File: config.mk
export PLATFORM = sky130hd
export DESIGN_NAME = phase_readout
export DESIGN_NICKNAME = d
export VERILOG_FILES = /design/src/rtl/phase_readout_pkg.sv /design/src/rtl/sync_ff.sv /design/src/rtl/phase_readout.sv
export SDC_FILE = /design/constraint.sdc
export NUM_CORES = 2
export LEC_CHECK = 0
export ABC_AREA = 1
export CORE_ASPECT_RATIO = 1.75
export CORE_MARGIN = 1
export CORE_UTILIZATION = 60
export DETAILED_ROUTE_END_ITERATION = 10
export PLACE_DENSITY_LB_ADDON = 0.1
export REMOVE_ABC_BUFFERS = 1
export SLEW_MARGIN = 20
export SYNTH_ARGS = -nofsm -noshare
export SYNTH_HDL_FRONTEND = slang
export SYNTH_HIERARCHICAL = 1
export SYNTH_SLANG_ARGS = --single-unit
export TNS_END_PERCENT = 5
File: constraint.sdc
create_clock -name clk -period 3.37 [get_ports clk]
set_clock_uncertainty 0.05 [all_clocks]
set_input_delay 0.5055 -clock clk [delete_from_list [all_inputs] [get_ports clk]]
set_output_delay 0.5055 -clock clk [all_outputs]
set_load 0.01 [all_outputs]
File: src/rtl/phase_readout_pkg.sv
// Shared constants and types for the Ising-array phase readout block.
package phase_readout_pkg;

  localparam logic [31:0] READOUT_STATUS_ADDR = 32'h0000_0000;
  localparam logic [31:0] READOUT_SPIN_BASE   = 32'h0000_0004;
  localparam logic [31:0] READOUT_CNT_BASE    = 32'h0000_0400;

  localparam logic [1:0] RRESP_OKAY   = 2'b00;
  localparam logic [1:0] RRESP_SLVERR = 2'b10;

  typedef enum logic [1:0] {
    ST_IDLE   = 2'd0,
    ST_SAMPLE = 2'd1,
    ST_LATCH  = 2'd2
  } state_e;

  typedef struct packed {
    logic [1:0]  resp;
    logic [31:0] data;
  } rd_beat_t;

endpackage

File: src/rtl/sync_ff.sv
// Single-bit multi-flop synchronizer for an asynchronous oscillator phase.
module sync_ff #(
  parameter int unsigned SYNC_DEPTH = 2
) (
  input  logic clk,
  input  logic rst,
  input  logic d,
  output logic q
);

  (* ASYNC_REG = "TRUE" *) logic [SYNC_DEPTH-1:0] stage;

  always_ff @(posedge clk) begin
    if (rst) stage <= '0;
    else     stage <= {stage[SYNC_DEPTH-2:0], d};
  end

  assign q = stage[SYNC_DEPTH-1];

endmodule

File: src/rtl/phase_readout.sv
// Samples oscillator phases over a fixed window, reduces them to spin bits
// relative to oscillator 0, and serves results over an AXI-lite read channel.
module phase_readout
  import phase_readout_pkg::*;
#(
  parameter int unsigned NUM_SPINS  = 32,
  parameter int unsigned WINDOW     = 1024,
  parameter int unsigned SYNC_DEPTH = 2
) (
  input  logic                 clk,
  input  logic                 axi_rst,
  input  logic [NUM_SPINS-1:0] phase_in,
  input  logic                 start,
  output logic                 busy,
  output logic                 done,
  input  logic                 arvalid,
  input  logic [31:0]          araddr,
  output logic                 arready,
  output logic                 rvalid,
  output logic [31:0]          rdata,
  output logic [1:0]           rresp,
  input  logic                 rready
);

  localparam int unsigned CW         = $clog2(WINDOW + 1);
  localparam int unsigned SW         = CW + 2;
  localparam int unsigned NSW        = (NUM_SPINS + 31) / 32;
  localparam int unsigned SPIN_PAD_W = NSW * 32;
  localparam int unsigned IW         = (NUM_SPINS > 1) ? $clog2(NUM_SPINS) : 1;
  localparam int unsigned KW         = (NSW > 1) ? $clog2(NSW) : 1;

  localparam logic [29:0] STATUS_WORD = 30'(READOUT_STATUS_ADDR >> 2);
  localparam logic [29:0] SPIN_WORD   = 30'(READOUT_SPIN_BASE >> 2);
  localparam logic [29:0] CNT_WORD    = 30'(READOUT_CNT_BASE >> 2);

  state_e                       state_q, state_d;
  logic [CW-1:0]                cnt_q, cnt_d;
  logic [NUM_SPINS-1:0][CW-1:0] agree_q, agree_d, agree_inc;
  logic [NUM_SPINS-1:0][CW-1:0] shadow_cnt_q, shadow_cnt_d;
  logic [NUM_SPINS-1:0]         shadow_spin_q, shadow_spin_d, spin_calc;
  logic                         busy_d, done_d;
  logic [NUM_SPINS-1:0]         ph_s;
  logic [NUM_SPINS-1:0]         agree_hit;

  // Per-spin synchronizer, saturating agreement increment and majority decision.
  for (genvar g = 0; g < NUM_SPINS; g++) begin : g_spin
    sync_ff #(.SYNC_DEPTH(SYNC_DEPTH)) u_sync (
      .clk (clk),
      .rst (axi_rst),
      .d   (phase_in[g]),
      .q   (ph_s[g])
    );
    assign agree_hit[g] = ~(ph_s[g] ^ ph_s[0]);
    assign agree_inc[g] = (agree_hit[g] && (agree_q[g] != CW'(WINDOW)))
                          ? agree_q[g] + CW'(1) : agree_q[g];
    if (g == 0) begin : g_ref
      assign spin_calc[g] = 1'b1;
    end else begin : g_cmp
      assign spin_calc[g] = ({1'b0, agree_q[g], 1'b0} > SW'(WINDOW));
    end
  end

  // Measurement FSM: next state and registered-output next values.
  always_comb begin
    state_d       = state_q;
    cnt_d         = cnt_q;
    agree_d       = agree_q;
    busy_d        = busy;
    done_d        = done;
    shadow_cnt_d  = shadow_cnt_q;
    shadow_spin_d = shadow_spin_q;
    unique case (state_q)
      ST_IDLE: begin
        if (start) begin
          state_d = ST_SAMPLE;
          cnt_d   = '0;
          agree_d = '0;
          done_d  = 1'b0;
          busy_d  = 1'b1;
        end
      end
      ST_SAMPLE: begin
        agree_d = agree_inc;
        cnt_d   = (cnt_q == CW'(WINDOW)) ? cnt_q : cnt_q + CW'(1);
        if (cnt_q == CW'(WINDOW - 1)) state_d = ST_LATCH;
      end
      ST_LATCH: begin
        shadow_cnt_d  = agree_q;
        shadow_spin_d = spin_calc;
        busy_d        = 1'b0;
        done_d        = 1'b1;
        state_d       = ST_IDLE;
      end
      default: state_d = ST_IDLE;
    endcase
  end

  always_ff @(posedge clk) begin
    if (axi_rst) begin
      state_q       <= ST_IDLE;
      cnt_q         <= '0;
      agree_q       <= '0;
      busy          <= 1'b0;
      done          <= 1'b0;
      shadow_cnt_q  <= '0;
      shadow_spin_q <= '0;
    end else begin
      state_q       <= state_d;
      cnt_q         <= cnt_d;
      agree_q       <= agree_d;
      busy          <= busy_d;
      done          <= done_d;
      shadow_cnt_q  <= shadow_cnt_d;
      shadow_spin_q <= shadow_spin_d;
    end
  end

  // Read address decode; byte-lane bits of the address are don't-care.
  logic [NSW-1:0][31:0] spin_words;
  logic [29:0]          spin_off, cnt_off;
  logic                 unused_addr_lsb;
  rd_beat_t             rd_c;

  assign spin_words      = SPIN_PAD_W'(shadow_spin_q);
  assign spin_off        = araddr[31:2] - SPIN_WORD;
  assign cnt_off         = araddr[31:2] - CNT_WORD;
  assign unused_addr_lsb = ^araddr[1:0];

  always_comb begin
    rd_c.resp = RRESP_SLVERR;
    rd_c.data = '0;
    if (araddr[31:2] == STATUS_WORD) begin
      rd_c.resp = RRESP_OKAY;
      rd_c.data = {30'b0, done, busy};
    end else if (spin_off < 30'(NSW)) begin
      rd_c.resp = RRESP_OKAY;
      rd_c.data = spin_words[spin_off[KW-1:0]];
    end else if (cnt_off < 30'(NUM_SPINS)) begin
      rd_c.resp = RRESP_OKAY;
      rd_c.data = 32'(shadow_cnt_q[cnt_off[IW-1:0]]);
    end
  end

  // Single-outstanding read channel; response held until rready.
  always_ff @(posedge clk) begin
    if (axi_rst) begin
      rvalid  <= 1'b0;
      arready <= 1'b1;
      rdata   <= '0;
      rresp   <= RRESP_OKAY;
    end else if (arvalid && arready) begin
      rvalid  <= 1'b1;
      arready <= 1'b0;
      rdata   <= rd_c.data;
      rresp   <= rd_c.resp;
    end else if (rvalid && rready) begin
      rvalid  <= 1'b0;
      arready <= 1'b1;
    end
  end

endmodule

---- After elaboration in Yosys (flattened, before gate mapping) ----
Cells that the tools add are included.
word-level totals
  register bits after elaboration ......... 851
  word-level logic and storage cells ...... 435
  output and inout bits ................... 38
cells by class
  mux-type cells .......................... 54
  bitwise operators ....................... 62
  add/subtract/negate cells ............... 35
  reductions and logical operators ........ 73
  equality and inequality tests ........... 71
  order comparisons ....................... 35
operators with widths
  cell                   count
  $pmux 352 s2           1
  $mux 11                35
  $gt 12x11->1 const B   31
  $add 11x1->11 const B  33
  $mux 352               1
  $ne 11x11->1 const B   32
  $mux 34                3
  $reduce_and 3->1       33
  $ne 2x2->1 const B     35
  $bmux 11 s5            1
  $logic_and 1x1->1      33
  $mux 32                1
  $not 1->1              31
  $xor 1x1->1            31
  $logic_not 30->1       1
  $lt 30x1->1 const B    1
  $lt 30x6->1 const B    1
  $sub 30x1->30 const B  1
  $sub 30x9->30 const B  1
  $pmux 11 s2            1
  $eq 11x10->1 const B   1
  $eq 11x11->1 const B   1
  $lt 5x6->1 const B     1
  $mux 1                 6
  other kinds (9)        14

---- Logic depth before layout (Yosys ltp) ----
  depth after elaboration ................. 6
  depth in mapped cells ................... 16

---- Hierarchy ----
Netlist, hierarchy kept.
modules (own cells, without submodules)
  module         times used  sequential area each (um^2)  cells an instance  area each (um^2)
  phase_readout  1           15735.1                      5445               38006.5
  sync_ff        32          40.0                         6                  55.1

---- Worst setup path after synthesis ----
Ideal clock, no wire load.
  path type ............................... input-to-reg
  start point ............................. in araddr[5]
  end point ............................... reg rdata[17]
  stages .................................. 16
  library setup time ...................... 71 ps
  path buffers ............................ 3
  path slack .............................. 1149 ps
  data required time ...................... 3249 ps
  arrival ................................. 2100 ps
  cell sequence ........................... buf_6 > nor2_8 > nand2_4 > nor2_8 > buf_6 > nand2_1 > nand2_1 > nand2_1 > nor2_1 > nand3_1 > nor2_2 > nand3_4 > nor2_8 > buf_8 > nand2_2 > a21oi_2
on the way
  cells in the longest elaborated chain, start to end .. 4
  elaborated cells on any way between the ends .. 5
  those cells by class .................... 1 x add/sub; 1 x order compare; 2 x mux; 1 x reduce/logical
RTL lines
  element               line                  RTL
  from (decl)           phase_readout.sv:17   input logic [31:0] araddr,
  $sub 30x1->30         phase_readout.sv:125  assign spin_off = araddr[31:2] - SPIN_WORD;
  $lt 30x1->1           phase_readout.sv:135  end else if (spin_off < 30'(NSW)) begin
  $mux 34               phase_readout.sv:135
  $mux 34 *             phase_readout.sv:132  if (araddr[31:2] == STATUS_WORD) begin
  to (signal assigned)  phase_readout.sv:154  rdata <= rd_c.data;
  to (decl)             phase_readout.sv:20   output logic [31:0] rdata,
Mark *: on every way between the ends. The rest lies on a longest branch, timed or not.
A chain may end at the register's enable or synchronous reset.

---- Worst setup path after layout ----
  start point ............................. in araddr[5]
  end point ............................... reg rdata[4]
on the way
  cells in the longest elaborated chain, start to end .. 6
  elaborated cells on any way between the ends .. 10
  those cells by class .................... 2 x add/sub; 2 x order compare; 5 x mux; 1 x reduce/logical
RTL lines
  element                                                line
  branches (longest 5 deep; another with $sub 30x9->30)  n/a
  $mux 34 *                                              phase_readout.sv:132
Every way passes the cells marked *. The select of a mux whose other input is x is not followed.

==> impl_results.md <==
* RD Place Congestion at approximately 1.0
* Fin Hold WS at 0.205 ns
* Synthesis-to-finish area growth at 12.3%
* # DRC at 0
* Yosys top cell area share at 42.8%
* Startpoint types: input port
* Most common cell after layout, fill and taps aside: nand2_1
* Pwr/cell area at roughly 470 nW/µm²
* Crit path time final at 2.95 ns
* Depth of the most critical reg-to-reg path at 11
* Worst hold endpoint: g_spin[30].u_sync/stage[0]
* # nets final at 5798
* Final hold vios at 0
* Type of the worst setup path: in -> reg
* Worst Hold Launch: axi_rst
* DIE HEIGHT at 343 µm
* RR Startpoint: state_q[0]
* Clk root buf: clkbuf_16
* Worst slew pin tran at roughly 0.83 ns
* DP Area at 42000 µm²
* Routed vias at 38400
* Reg2reg end: agree_q[126]
* Resize count post-CTS at 0
* Max cap viols at 0
* CTS tree: yes
* Synth Cell Area at 39800 µm²
* PortBufs at 103
* Reg2reg setup slack at 0.53 ns
* WL/cell at roughly 19 µm
* Non-Filler Cell Area, Final at approximately 45000 µm²
* Unrepaired setup endpoints after global routing: false
* Share of cells above drive strength 1 at 6.38%
* Post-Layout Cell Count at between 6000 and 7000
* CP max FO at 13
* Syn Inst Count at 5637
* Setup violations, final at 0
* Final Slew Violations at 0
* CTS Hold Buffers Added at 0
* CTS sink count at 850
* Clock Latency Late Sink at 0.66 ns
* Synth cell types at 43
* Leakage at 16.5 nW
* HPWL after DPL at 86700 µm
* Top cells by area, synth: dfxtp_1 43%, nand2_1 11%, a21oi_1 8.3%
* Worst-path clk slew at 0.06 ns
* Leading cell types in the layout, fill and taps excluded: 1156 x nand2_1, 849 x dfxtp_1, 662 x a21oi_1
* Post-CTS setup buffer count at 0
* Yosys warnings at 6
* HP Class: in -> reg
* Number of global-route vias before repair at 36500
* GRT Total Usage at 36.7%
* Status: complete, no violations
* # placed instances at 6465
* Peak supply drop at 0.000402 V
* Worst EP arrival at about 3.5 ns
* Syn Area/Cell at ~7 µm²
* Worst hold path depth at 2
* DRT Pass-1 Iters at 9
* Largest net degree at the start of global routing at 205
* Initial antenna violation count at 1
* TritonCTS Buffers at 78
* Worst slew margin at 44.9%
* Post-DRT Antenna Nets at 0
* H-tree Lvls at 3
* GRT Residual Overflow at 0
* Worst endpoint required time at 3.89 ns
* PnR worst setup slack at 0.424 ns
* DR iter-0 viols at between 2000 and 3000
* Vias/cell at 5.81
* Initial Utilization at around three fifths
* Yosys top cell by area: dfxtp_1
* Pwr Total at around 0.021 W
* Core Region at 65500 µm²
* Die width at about 200 µm
* #FFs+latches synth at 850
* I/O pin cnt at around 110
* Max Fclk at between 300 and 400 MHz
* Seq/Total Area, Yosys at 42.8%
* Setup WS pre-CTS at -0.124 ns
* First-pass GRT wire length at 195000 µm
* Max Root-Sink Buffers at 3
* Die area at between 60000 and 70000 µm²
* Tcrit/Tclk final at between 80% and 90%
* Row count at 124
* Routed WL at 125000 µm
* Crit end category: flop
-- critical path, stage by stage --
cell and delay (ns):
clkdlybuf4s50_1 0.68, buf_4 0.30, nor2_8 0.15, nand2_4 0.10, nor2_8 0.26, nand2_1 0.11, o21ai_1 0.22, nand3_1 0.09
nor2_1 0.10, nand2_1 0.14, nor2_2 0.39, nand3_1 0.12, nand2_1 0.08, nand2_1 0.05, a21oi_1 0.14
-- cell usage after synthesis (all sizes together) --
cell,count
nand3,382
dfxtp,850
a211oi,4
xnor2,25
o2111ai,10
a21oi,682
a31oi,37
o21ai,441
o221ai,41
nand3b,5
buf,57
conb,1
inv,447
xor2,129
nor4,44
clkinv,4
o21a,4
a2bb2oi,1
nand2,1183
o211ai,22
clkbuf,226
nor3,229
o22ai,2
nor2,622
or2,23
ha,66
o311ai,3
and3,1
nand4,96
-- kinds of logic after synthesis --
| group | after synthesis | synth area share, % |
|---|---|---|
| AO/OA/AOI/OAI | 1247 | 16.7 |
| XOR/XNOR | 154 | 3.39 |
| adder cells (fa/ha/maj) | 66 | 2.08 |
| buffers and inverters | 734 | 7.18 |
| flip-flops | 850 | 42.8 |
| other | 1 | 0.00943 |
| AND/OR/NAND/NOR | 2585 | 27.8 |
-- sequential cells by signal (all words and copies together) (netlist names) --
register / cells
done: 1
rvalid: 1
g_spin.u_sync/stage: 64
shadow_spin_q: 32
rdata: 32
busy: 1
rresp: 1
shadow_cnt_q: 352
arready: 1
agree_q: 352
cnt_q: 11
state_q: 2
-- how the worst max path moves through the flow --
stage	start	end	slack (ns)	cells past startpoint
6_report	araddr[5]	rdata[4]	0.42	15
5_1_grt	araddr[5]	rdata[6]	0.16	15
4_1_cts	araddr[5]	rdata[4]	0.53	15
3_5_place_dp	araddr[5]	rdata[4]	-0.12	15
3_3_place_gp	araddr[5]	rdata[31]	-0.11	16
2_1_floorplan	state_q[1]	shadow_spin_q[14]	-26.51	6
-- final cells by class --
class	count	area, µm²
diodes	1	2.50
clock buffers	111	2250
clock inverters	29	390
fillers	5865	20800
inverters	451	1710
multi-input cells	4053	19900
flip-flops and latches	850	17000
well taps	882	1100
repair buffers	229	2250
-- metal layers --
metal	vias to the layer above	GRT usage, %	wire (µm)
met2	1275	65.4	62800
met4	0	28.1	9970
li1	18800	-	-
met1	17800	39.0	45600
met5	-	0	0
met3	439	5.17	6750
-- through the flow --
| stage | TNS (ns) | util (%) |
|---|---|---|
| 3_5_place_dp | -2.80 | 64.2 |
| 2_1_floorplan | -7552.43 | - |
| 5_1_grt | 0 | 68.2 |
| 3_3_place_gp | -2.42 | 64.2 |
| 4_1_cts | 0 | 68.2 |
| 6_report | 0 | 68.2 |
-- power breakdown --
part | total [W] | switching (W) | internal (W)
sequential | 0.0102 | 0.0000557 | 0.0101
clock | 0.00926 | 0.00404 | 0.00522
combinational | 0.00166 | 0.00118 | 0.000485
No activity file was read; power rests on OpenSTA's default activity.
